File: config.mk
export PLATFORM = sky130hd
export DESIGN_NAME = byte_uart_tx_flat
export DESIGN_NICKNAME = d
export VERILOG_FILES = /design/src/rtl/la_pkg.sv /design/src/rtl/byte_uart_tx_if.sv /design/src/rtl/byte_uart_tx_baud_counter.sv /design/src/rtl/byte_uart_tx.sv /design/src/flat_wrapper.sv
export SDC_FILE = /design/constraint.sdc
export NUM_CORES = 1
export LEC_CHECK = 0
export CORE_MARGIN = 4
export CORE_UTILIZATION = 55
export CTS_CLUSTER_DIAMETER = 200
export DETAILED_ROUTE_END_ITERATION = 7
export HOLD_SLACK_MARGIN = 0.08
export PLACE_DENSITY = 0.86
export SYNTH_ARGS = -nofsm -noshare
export SYNTH_HDL_FRONTEND = slang
export SYNTH_SLANG_ARGS = --single-unit
export TNS_END_PERCENT = 1
File: constraint.sdc
create_clock -name rdclk -period 2.65 [get_ports rdclk]
set_input_delay 0.53 -clock rdclk [delete_from_list [all_inputs] [get_ports rdclk]]
set_output_delay 0.53 -clock rdclk [all_outputs]
set_load 0.03 [all_outputs]
File: src/rtl/la_pkg.sv
`default_nettype none
// +----------------------------------------------------------------------------+
// | la_pkg                                                                     |
// | Shared types and default constants for the logic analyzer serial path.     |
// | Revision: 1.0                                                              |
// +----------------------------------------------------------------------------+
package la_pkg;

    localparam int LA_BYTE_W       = 8;
    localparam int LA_CLKS_PER_BIT = 434;

    typedef enum logic [2:0] {
        ST_IDLE  = 3'd0,
        ST_REQ   = 3'd1,
        ST_WAIT  = 3'd2,
        ST_START = 3'd3,
        ST_DATA  = 3'd4,
        ST_STOP  = 3'd5
    } tx_state_t;

endpackage
`default_nettype wire

File: src/rtl/byte_uart_tx_if.sv
`default_nettype none
// +----------------------------------------------------------------------------+
// | byte_uart_tx_if                                                            |
// | get / byte_ready handshake between the byte queue and the serial stage.    |
// | Revision: 1.0                                                              |
// +----------------------------------------------------------------------------+
interface byte_uart_tx_if
    import la_pkg::*;
#(
    parameter int N = LA_BYTE_W
);
    logic         get;
    logic         data_avail;
    logic         byte_ready;
    logic [N-1:0] byte_in;

    // master: the requester pulling bytes; slave: the byte queue answering
    modport master (output get, input data_avail, input byte_ready, input byte_in);
    modport slave  (input get, output data_avail, output byte_ready, output byte_in);
endinterface
`default_nettype wire

File: src/rtl/byte_uart_tx_baud_counter.sv
`default_nettype none
// +----------------------------------------------------------------------------+
// | baud_counter                                                               |
// | Loadable down-counter; tick_o is high while the count sits at zero.        |
// | Revision: 1.0                                                              |
// +----------------------------------------------------------------------------+
module baud_counter #(
    parameter int W = 9
) (
    input  wire logic         rdclk,
    input  wire logic         nreset,
    input  wire logic         load_i,
    input  wire logic [W-1:0] load_val_i,
    output logic      [W-1:0] count_o,
    output logic              tick_o
);

    logic [W-1:0] cnt_q;

    always_ff @(posedge rdclk) begin
        if (!nreset) begin
            cnt_q <= '0;
        end else if (load_i) begin
            cnt_q <= load_val_i;
        end else if (cnt_q != '0) begin
            cnt_q <= cnt_q - 1'b1;
        end
    end

    assign count_o = cnt_q;
    assign tick_o  = (cnt_q == '0);

endmodule
`default_nettype wire

File: src/rtl/byte_uart_tx.sv
`default_nettype none
// +----------------------------------------------------------------------------+
// | byte_uart_tx                                                               |
// | Pulls bytes from the byte queue and sends them as 8N1/8N2 serial, LSB first.|
// | Revision: 1.0                                                              |
// +----------------------------------------------------------------------------+
module byte_uart_tx
    import la_pkg::*;
#(
    parameter int N            = LA_BYTE_W,
    parameter int CLKS_PER_BIT = LA_CLKS_PER_BIT,
    parameter int STOP_BITS    = 1,
    parameter int RESP_TIMEOUT = 8
) (
    input  wire logic       rdclk,
    input  wire logic       nreset,
    input  wire logic       en,
    byte_uart_tx_if.master  up,
    output logic            tx,
    output logic            busy,
    output logic            tx_done,
    output logic            err_timeout
);

    localparam int CNT_W = (STOP_BITS * CLKS_PER_BIT > 1) ? $clog2(STOP_BITS * CLKS_PER_BIT) : 1;
    localparam int IDX_W = $clog2(N + 1);
    localparam int WT_W  = (RESP_TIMEOUT > 1) ? $clog2(RESP_TIMEOUT) : 1;

    localparam logic [CNT_W-1:0] BIT_LOAD  = CNT_W'(CLKS_PER_BIT - 1);
    localparam logic [CNT_W-1:0] STOP_LOAD = CNT_W'(STOP_BITS * CLKS_PER_BIT - 1);
    localparam logic [IDX_W-1:0] LAST_IDX  = IDX_W'(N - 1);
    localparam logic [WT_W-1:0]  WT_LAST   = WT_W'(RESP_TIMEOUT - 1);

    tx_state_t        state_q, state_d;
    logic [N-1:0]     shreg_q, shreg_d;
    logic [IDX_W-1:0] idx_q, idx_d;
    logic [WT_W-1:0]  wcnt_q, wcnt_d;
    logic             err_q, err_d;
    logic             tx_q, tx_d;
    logic             get_q, get_d;
    logic             busy_q, busy_d;
    logic             done_q, done_d;

    logic             cnt_load;
    logic [CNT_W-1:0] cnt_load_val;
    logic [CNT_W-1:0] cnt;
    logic             cnt_tick;

    baud_counter #(
        .W (CNT_W)
    ) u_baud (
        .rdclk      (rdclk),
        .nreset     (nreset),
        .load_i     (cnt_load),
        .load_val_i (cnt_load_val),
        .count_o    (cnt),
        .tick_o     (cnt_tick)
    );

    always_comb begin
        state_d      = state_q;
        shreg_d      = shreg_q;
        idx_d        = idx_q;
        wcnt_d       = wcnt_q;
        err_d        = err_q;
        cnt_load     = 1'b0;
        cnt_load_val = BIT_LOAD;

        case (state_q)
            ST_IDLE: begin
                if (en && up.data_avail) state_d = ST_REQ;
            end
            ST_REQ: begin
                state_d = ST_WAIT;
                wcnt_d  = '0;
            end
            ST_WAIT: begin
                // byte_ready is only honoured here; stray pulses elsewhere are dropped
                if (up.byte_ready) begin
                    shreg_d  = up.byte_in;
                    state_d  = ST_START;
                    cnt_load = 1'b1;
                end else if (wcnt_q == WT_LAST) begin
                    err_d   = 1'b1;
                    state_d = ST_IDLE;
                end else begin
                    wcnt_d = wcnt_q + 1'b1;
                end
            end
            ST_START: begin
                if (cnt_tick) begin
                    state_d  = ST_DATA;
                    idx_d    = '0;
                    cnt_load = 1'b1;
                end
            end
            ST_DATA: begin
                if (cnt_tick) begin
                    shreg_d  = {1'b0, shreg_q[N-1:1]};
                    idx_d    = idx_q + 1'b1;
                    cnt_load = 1'b1;
                    if (idx_q == LAST_IDX) begin
                        state_d      = ST_STOP;
                        cnt_load_val = STOP_LOAD;
                    end
                end
            end
            ST_STOP: begin
                if (cnt_tick) state_d = (en && up.data_avail) ? ST_REQ : ST_IDLE;
            end
            default: state_d = ST_IDLE;
        endcase
    end

    // Outputs are decoded from next state so the flops line up with state_q
    always_comb begin
        tx_d   = (state_d == ST_START) ? 1'b0 :
                 (state_d == ST_DATA)  ? shreg_d[0] : 1'b1;
        get_d  = (state_d == ST_REQ);
        busy_d = (state_d != ST_IDLE);
        done_d = (state_q == ST_STOP) && (cnt == CNT_W'(1));
    end

    always_ff @(posedge rdclk) begin
        if (!nreset) begin
            state_q <= ST_IDLE;
            shreg_q <= '0;
            idx_q   <= '0;
            wcnt_q  <= '0;
            err_q   <= 1'b0;
            tx_q    <= 1'b1;
            get_q   <= 1'b0;
            busy_q  <= 1'b0;
            done_q  <= 1'b0;
        end else begin
            state_q <= state_d;
            shreg_q <= shreg_d;
            idx_q   <= idx_d;
            wcnt_q  <= wcnt_d;
            err_q   <= err_d;
            tx_q    <= tx_d;
            get_q   <= get_d;
            busy_q  <= busy_d;
            done_q  <= done_d;
        end
    end

    assign up.get      = get_q;
    assign tx          = tx_q;
    assign busy        = busy_q;
    assign tx_done     = done_q;
    assign err_timeout = err_q;

endmodule
`default_nettype wire

File: src/flat_wrapper.sv
// flat-port wrapper written by rule: the top's interface ports become plain ports
module byte_uart_tx_flat import la_pkg::*;
#(
    parameter int N            = LA_BYTE_W,
    parameter int CLKS_PER_BIT = LA_CLKS_PER_BIT,
    parameter int STOP_BITS    = 1,
    parameter int RESP_TIMEOUT = 8
)
  (rdclk, nreset, en, tx, busy, tx_done, err_timeout, up_get, up_data_avail, up_byte_ready, up_byte_in);
  byte_uart_tx_if #(.N(N)) up_i ();
  input  wire logic rdclk;
  input  wire logic nreset;
  input  wire logic en;
  output logic tx;
  output logic busy;
  output logic tx_done;
  output logic err_timeout;
  output wire logic [$bits(up_i.get)-1:0] up_get;
  input wire logic [$bits(up_i.data_avail)-1:0] up_data_avail;
  input wire logic [$bits(up_i.byte_ready)-1:0] up_byte_ready;
  input wire logic [$bits(up_i.byte_in)-1:0] up_byte_in;
  assign up_get = up_i.get;
  assign up_i.data_avail = up_data_avail;
  assign up_i.byte_ready = up_byte_ready;
  assign up_i.byte_in = up_byte_in;
  byte_uart_tx #(.N(N), .CLKS_PER_BIT(CLKS_PER_BIT), .STOP_BITS(STOP_BITS), .RESP_TIMEOUT(RESP_TIMEOUT)) u_core (.rdclk(rdclk), .nreset(nreset), .en(en), .up(up_i), .tx(tx), .busy(busy), .tx_done(tx_done), .err_timeout(err_timeout));
endmodule
* Yosys cells after proc, flatten, opt, wreduce, memory -nomap -nowiden
Index checks and enable logic that the tools add are counted.
** Word-level totals
- Flip-flop bits (word level) :: 32
- Bits in writable memories :: 0
- ROM bits :: 0
- Logic and storage cells :: 74
- Memories kept :: 0
- Latch bits :: 0
** Operators by class
- $lt $le $gt $ge :: 0
- Multipliers :: 0
- Add/subtract/negate cells :: 3
- Eq/ne operators :: 16
- Bitwise gates (word level) :: 2
- Mux-type cells :: 25
- Shifts and indexed selects :: 0
- Divide/modulo/power cells :: 0
- Reduce and logical (&&, ||, !) cells :: 16
** Operators with widths (count)
- 3-bit two-way mux :: 9
- 9-bit two-way mux :: 2
- 3-bit one-hot mux with 6 select lines :: 1
- 8-bit two-way mux :: 2
- 8-bit one-hot mux with 2 select lines :: 1
- 3-bit == test, second input constant :: 4
- 3-bit AND reduction :: 4
- 3-bit by 2-bit == test with 1-bit output, second input constant :: 3
- 9-bit by 1-bit == test with 1-bit output, second input constant :: 1
- 9-bit zero test :: 1
- 9-bit nonzero test :: 1
- 9-bit by 1-bit subtractor with 9-bit output, second input constant :: 1
- 4-bit two-way mux :: 2
- 4-bit one-hot mux with 2 select lines :: 1
- 2-bit nonzero test :: 4
- 3-bit by 1-bit == test with 1-bit output, second input constant :: 2
- 2-bit != test, second input constant :: 3
- 3-bit one-hot mux with 2 select lines :: 1
- 1-bit two-way mux :: 5
- 4-bit by 1-bit adder with 4-bit output, second input constant :: 1
- 4-bit by 3-bit == test with 1-bit output, second input constant :: 1
- 2-bit by 1-bit != test with 1-bit output, second input constant :: 2
- 2-bit OR reduction :: 2
- 3-bit by 1-bit adder with 3-bit output, second input constant :: 1
- other kinds (5) :: 7

* Longest topological paths before layout
- Depth in word-level cells :: 7
- Gate-level depth with buffers :: 7
- Gate-level depth less buffers :: 6

* By module
From an unflattened synthesis, not the netlist that was laid out.
** Unflattened totals
- Cells, all modules :: 187
- Area, all modules :: 1637.8 µm²
** Modules (own cells, without submodules)
- byte_uart_tx :: area each 1126.1 µm², cells an instance 125, instances 1
- baud_counter :: area each 511.7 µm², cells an instance 62, instances 1

* Worst setup path after synthesis
No wires, ideal clock.
- Path kind :: register to register
- Start point :: register u_core.wcnt_q[0]
- End point :: register u_core.wcnt_q[0]
- Cell stages (with the launch flop) :: 7
- Path slack :: 719 ps
- Arrival :: 1804 ps
- Cell sequence :: dfxtp_1 -> ha_1 -> ha_1 -> or4b_2 -> a21oi_1 -> mux2i_1 -> nor2_1
** On the way
- Word-level cells in the longest chain between the ends :: 4
** RTL lines
- start: declaration :: line byte_uart_tx.sv:37 : logic [WT_W-1:0] wcnt_q, wcnt_d;
- start signal: assignment :: line byte_uart_tx.sv:139 : wcnt_q <= wcnt_d;
- 3-bit by 1-bit adder with 3-bit output :: line byte_uart_tx.sv:87 : wcnt_d = wcnt_q + 1'b1;
- 3-bit two-way mux :: line byte_uart_tx.sv:83 : end else if (wcnt_q == WT_LAST) begin
- 3-bit two-way mux :: line byte_uart_tx.sv:79 : if (up.byte_ready) begin
- 3-bit one-hot mux with 2 select lines :: line byte_uart_tx.sv:69 : case (state_q)
Parallel ways exist; a longest one is shown, timed or not. The select of a mux whose other input is x is not followed.
A chain may end at the register's enable or synchronous reset.

* Final worst setup path
- Start point :: register u_core.state_q[0]
- End point :: register u_core.u_baud.cnt_q[1] (netlist: u_core.u_baud.count_o[1])
** On the way
- Word-level cells in the longest chain between the ends :: 4
** RTL lines
- start: declaration :: line byte_uart_tx.sv:34 : tx_state_t state_q, state_d;
- start signal: assignment :: line byte_uart_tx.sv:136 : state_q <= state_d;
- 3-bit by 2-bit == test with 1-bit output or 3-bit == test (tied branches) :: line byte_uart_tx.sv:69
- 2-bit OR reduction (no source line)
- 1-bit one-hot mux with 2 select lines * :: line byte_uart_tx.sv:69
- 2-bit OR reduction (no source line) *
- end signal: assignment :: line byte_uart_tx_baud_counter.sv:24 : cnt_q <= load_val_i;
- end signal: assignment :: line byte_uart_tx_baud_counter.sv:26 : cnt_q <= cnt_q - 1'b1;
- end: declaration :: line byte_uart_tx_baud_counter.sv:18 : logic [W-1:0] cnt_q;
Mark *: on every way between the ends. The rest lies on a longest branch, timed or not.

==> results.toml <==
[floorplanning]
ios = 18
dieArea_um2 = 3920
die_h_um = 62.6
start_util = 0.584
coreArea_um2 = 2810
die_x_um = 62.6
rows = 19

[clock_network]
post_cts_buffers = 0
hold_buffers = 0
cts_tree = "yes"
root_buffer = "clkbuf_4"
ctsResizeCount = 0
clock-sinks = 32
h-tree-depth = 2
clk_pin_slew_ns = 0.10
clockBufferDepth = 2
cts_made_buffers = 5
insertion_delay_ns = 0.35

[pwr]
p_leak_uw = 0.000667
clockPowerShare = 0.176
internal_power_uw = 918
peakVddDrop_mv = 0.509
p_sw_uw = 567
pwr-share-seq = 0.421
share_comb_of_total_power = 0.403
powerDensity_nw_per_um2 = 790
swShare = 0.382

[cells_and_area]
drive_above_1_share = 0.0990
fin_util = 0.670
fin_nets = 221
antenna_cells = 0
area_growth_pct = 14.7
layout_commonest_cell = "dfxtp_1"
final_cells = 233
fin_area_um2 = 1880
final_cell_mix = "dfxtp_1 (32), a21oi_1 (18), clkdlybuf4s50_1 (17)"

[timing]
worst_slew_pin_slew_ns = 0.728
setup_tns_ns = 0
setup_viol = 0
worst_hold_slack_ns = 0.481
timing.final.crit_share = 0.802
hold_viol = 0
fin_crit_ns = 2.13
slew_violations = 0
relSlewSlack = 0.512
grt_setup_unrepaired = "false"
clock-skew-final_ns = 0.00980
max_freq_mhz = 470

[yosys]
syn_area_per_cell_um2 = 8.95
ys_seq_area_frac = 0.391
netlist_instances = 183
synthFlopType = "dfxtp_1"
syn_area_um2 = 1640
yosysWarnings = 0
synth_edf_count = 0
ys_ff_latch = 32
async_flop_share = 0
synth_cell_types = 50
syn_nets = 202

[flow_run]
drv_cap = 0

[setup_path]
critPathLaunchType = "register"
critPathArrivalTime_ns = 2.40
critPathRequiredTime_ns = 2.92
endpoint_kind = "register"
regToRegSetupSlack_ns = 0.52
critPathKind = "reg -> reg"
path_max_fanout = 15

[drt]
drt_wl_total_um = 3860
drtAntennaViolNets = 0
firstDrtPassIters = 5
detail_route.vias_per_cell = 6.50
drc = 0
detail_route.iter0.violations = 92
routedWlPerCell_um = 16.6
vias = 1514

[run_status]
run_status = "completed"

[global_routing]
grt_pass1_wl_um = 6720
grt_overflow_total = 0
grt_usage = 0.215
antenna_found_initial = 0
grt_max_degree = 25
grt_pass1_vias = 1566

[placement]
numPortBuffers = 17
place.detailed.hpwl_um = 2760
dp_cells = 226
postPlaceCellArea_um2 = 1830
gp_congestion = 0.811

[hold_path]
min_path_type = "reg -> reg"
-- flip-flops by register name (all words and copies together), names as in the netlist --
register	flops
u_core.err_timeout	1
u_core.state_q	3
u_core.busy	1
u_core.tx_done	1
u_core.wcnt_q	3
u_core.up.get	1
u_core.shreg_q	8
u_core.idx_q	4
u_core.tx	1
u_core.u_baud.count_o	9
-- metrics by stage --
step                setup slack [ns]  total power, µW
floorplan                      0.719             1090
global placement               0.299             1190
detailed placement             0.221             1220
CTS                            0.527             1480
global route                   0.336             1590
finish                         0.524             1490
-- metal layers --
layer,wire length (µm),global-route usage,up-vias
met3,252,0.0755,12
met5,0,0,-
met2,1980,0.377,57
li1,-,-,718
met4,75,0.0964,0
met1,1560,0.231,727
-- area by class of cell --
cell class	count	area, µm²
clock inverter	1	5.00
timing repair buffer	23	215
sequential	32	641
fill	244	926
multi-input combinational	133	912
inverter	7	26.3
tap	31	38.8
clock buffer	6	41.3
-- cell families after synthesis --
| family | share of synthesized area |
|---|---|
| xor gates and xnor gates | 0.0321 |
| adders and majority gates | 0.0458 |
| muxes | 0.0122 |
| buffers and inverters | 0.0519 |
| AOI/OAI and AO/OA | 0.225 |
| and+or+nand+nor | 0.242 |
| DFF | 0.391 |
-- cells in the mapped netlist (all sizes together), types with 2 or more instances --
master,number,share of area
nand4bb,2,0.014
a2111oi,2,0.015
nand4,2,0.0076
a221oi,2,0.011
o2111ai,2,0.011
nor3b,2,0.0092
a21oi,18,0.055
nand3,14,0.043
mux2i,2,0.012
a22oi,7,0.032
nand2,7,0.018
buf,5,0.022
a41oi,2,0.011
nor2,13,0.030
xor2,2,0.011
o21ai,4,0.012
nor4,2,0.017
nor3,2,0.0061
ha,6,0.046
nand2b,8,0.031
clkbuf,6,0.014
inv,7,0.016
dfxtp,32,0.39
or4,2,0.011
xnor2,4,0.021
a31oi,7,0.027
o21a,2,0.0092
nand3b,2,0.0092
and2,2,0.0076
-- final timing paths --
| check | startpoint | endpoint | cells past startpoint |
|---|---|---|---|
| worst max-delay path | u_core.state_q[0]$_SDFF_PN0_ | u_core.u_baud.count_o[1]$_SDFFE_PP0P_ | 5 |
| worst min-delay path | u_core.shreg_q[5]$_SDFFE_PN0P_ | u_core.shreg_q[5]$_SDFFE_PN0P_ | 2 |
| worst max register to register | u_core.state_q[0]$_SDFF_PN0_ | u_core.u_baud.count_o[1]$_SDFFE_PP0P_ | 5 |
| worst min register to register | u_core.shreg_q[5]$_SDFFE_PN0P_ | u_core.shreg_q[5]$_SDFFE_PN0P_ | 2 |
-- power groups by stage --
stage	Combinational [µW]	Sequential [µW]	Clock [µW]
final	598	625	262
after CTS	593	623	264
after floorplan	473	621	0
after detailed placement	588	634	0
after global routing	659	639	295
after global placement	560	627	0
-- critical path: stages (launching register included) --
cell	delay [ns]
dfxtp_1	0.62
nor3b_1	0.12
buf_4	0.19
o211ai_1	0.59
nand3_1	0.28
a211oi_1	0.26
Note: power is estimated with default switching activity, not from simulation.
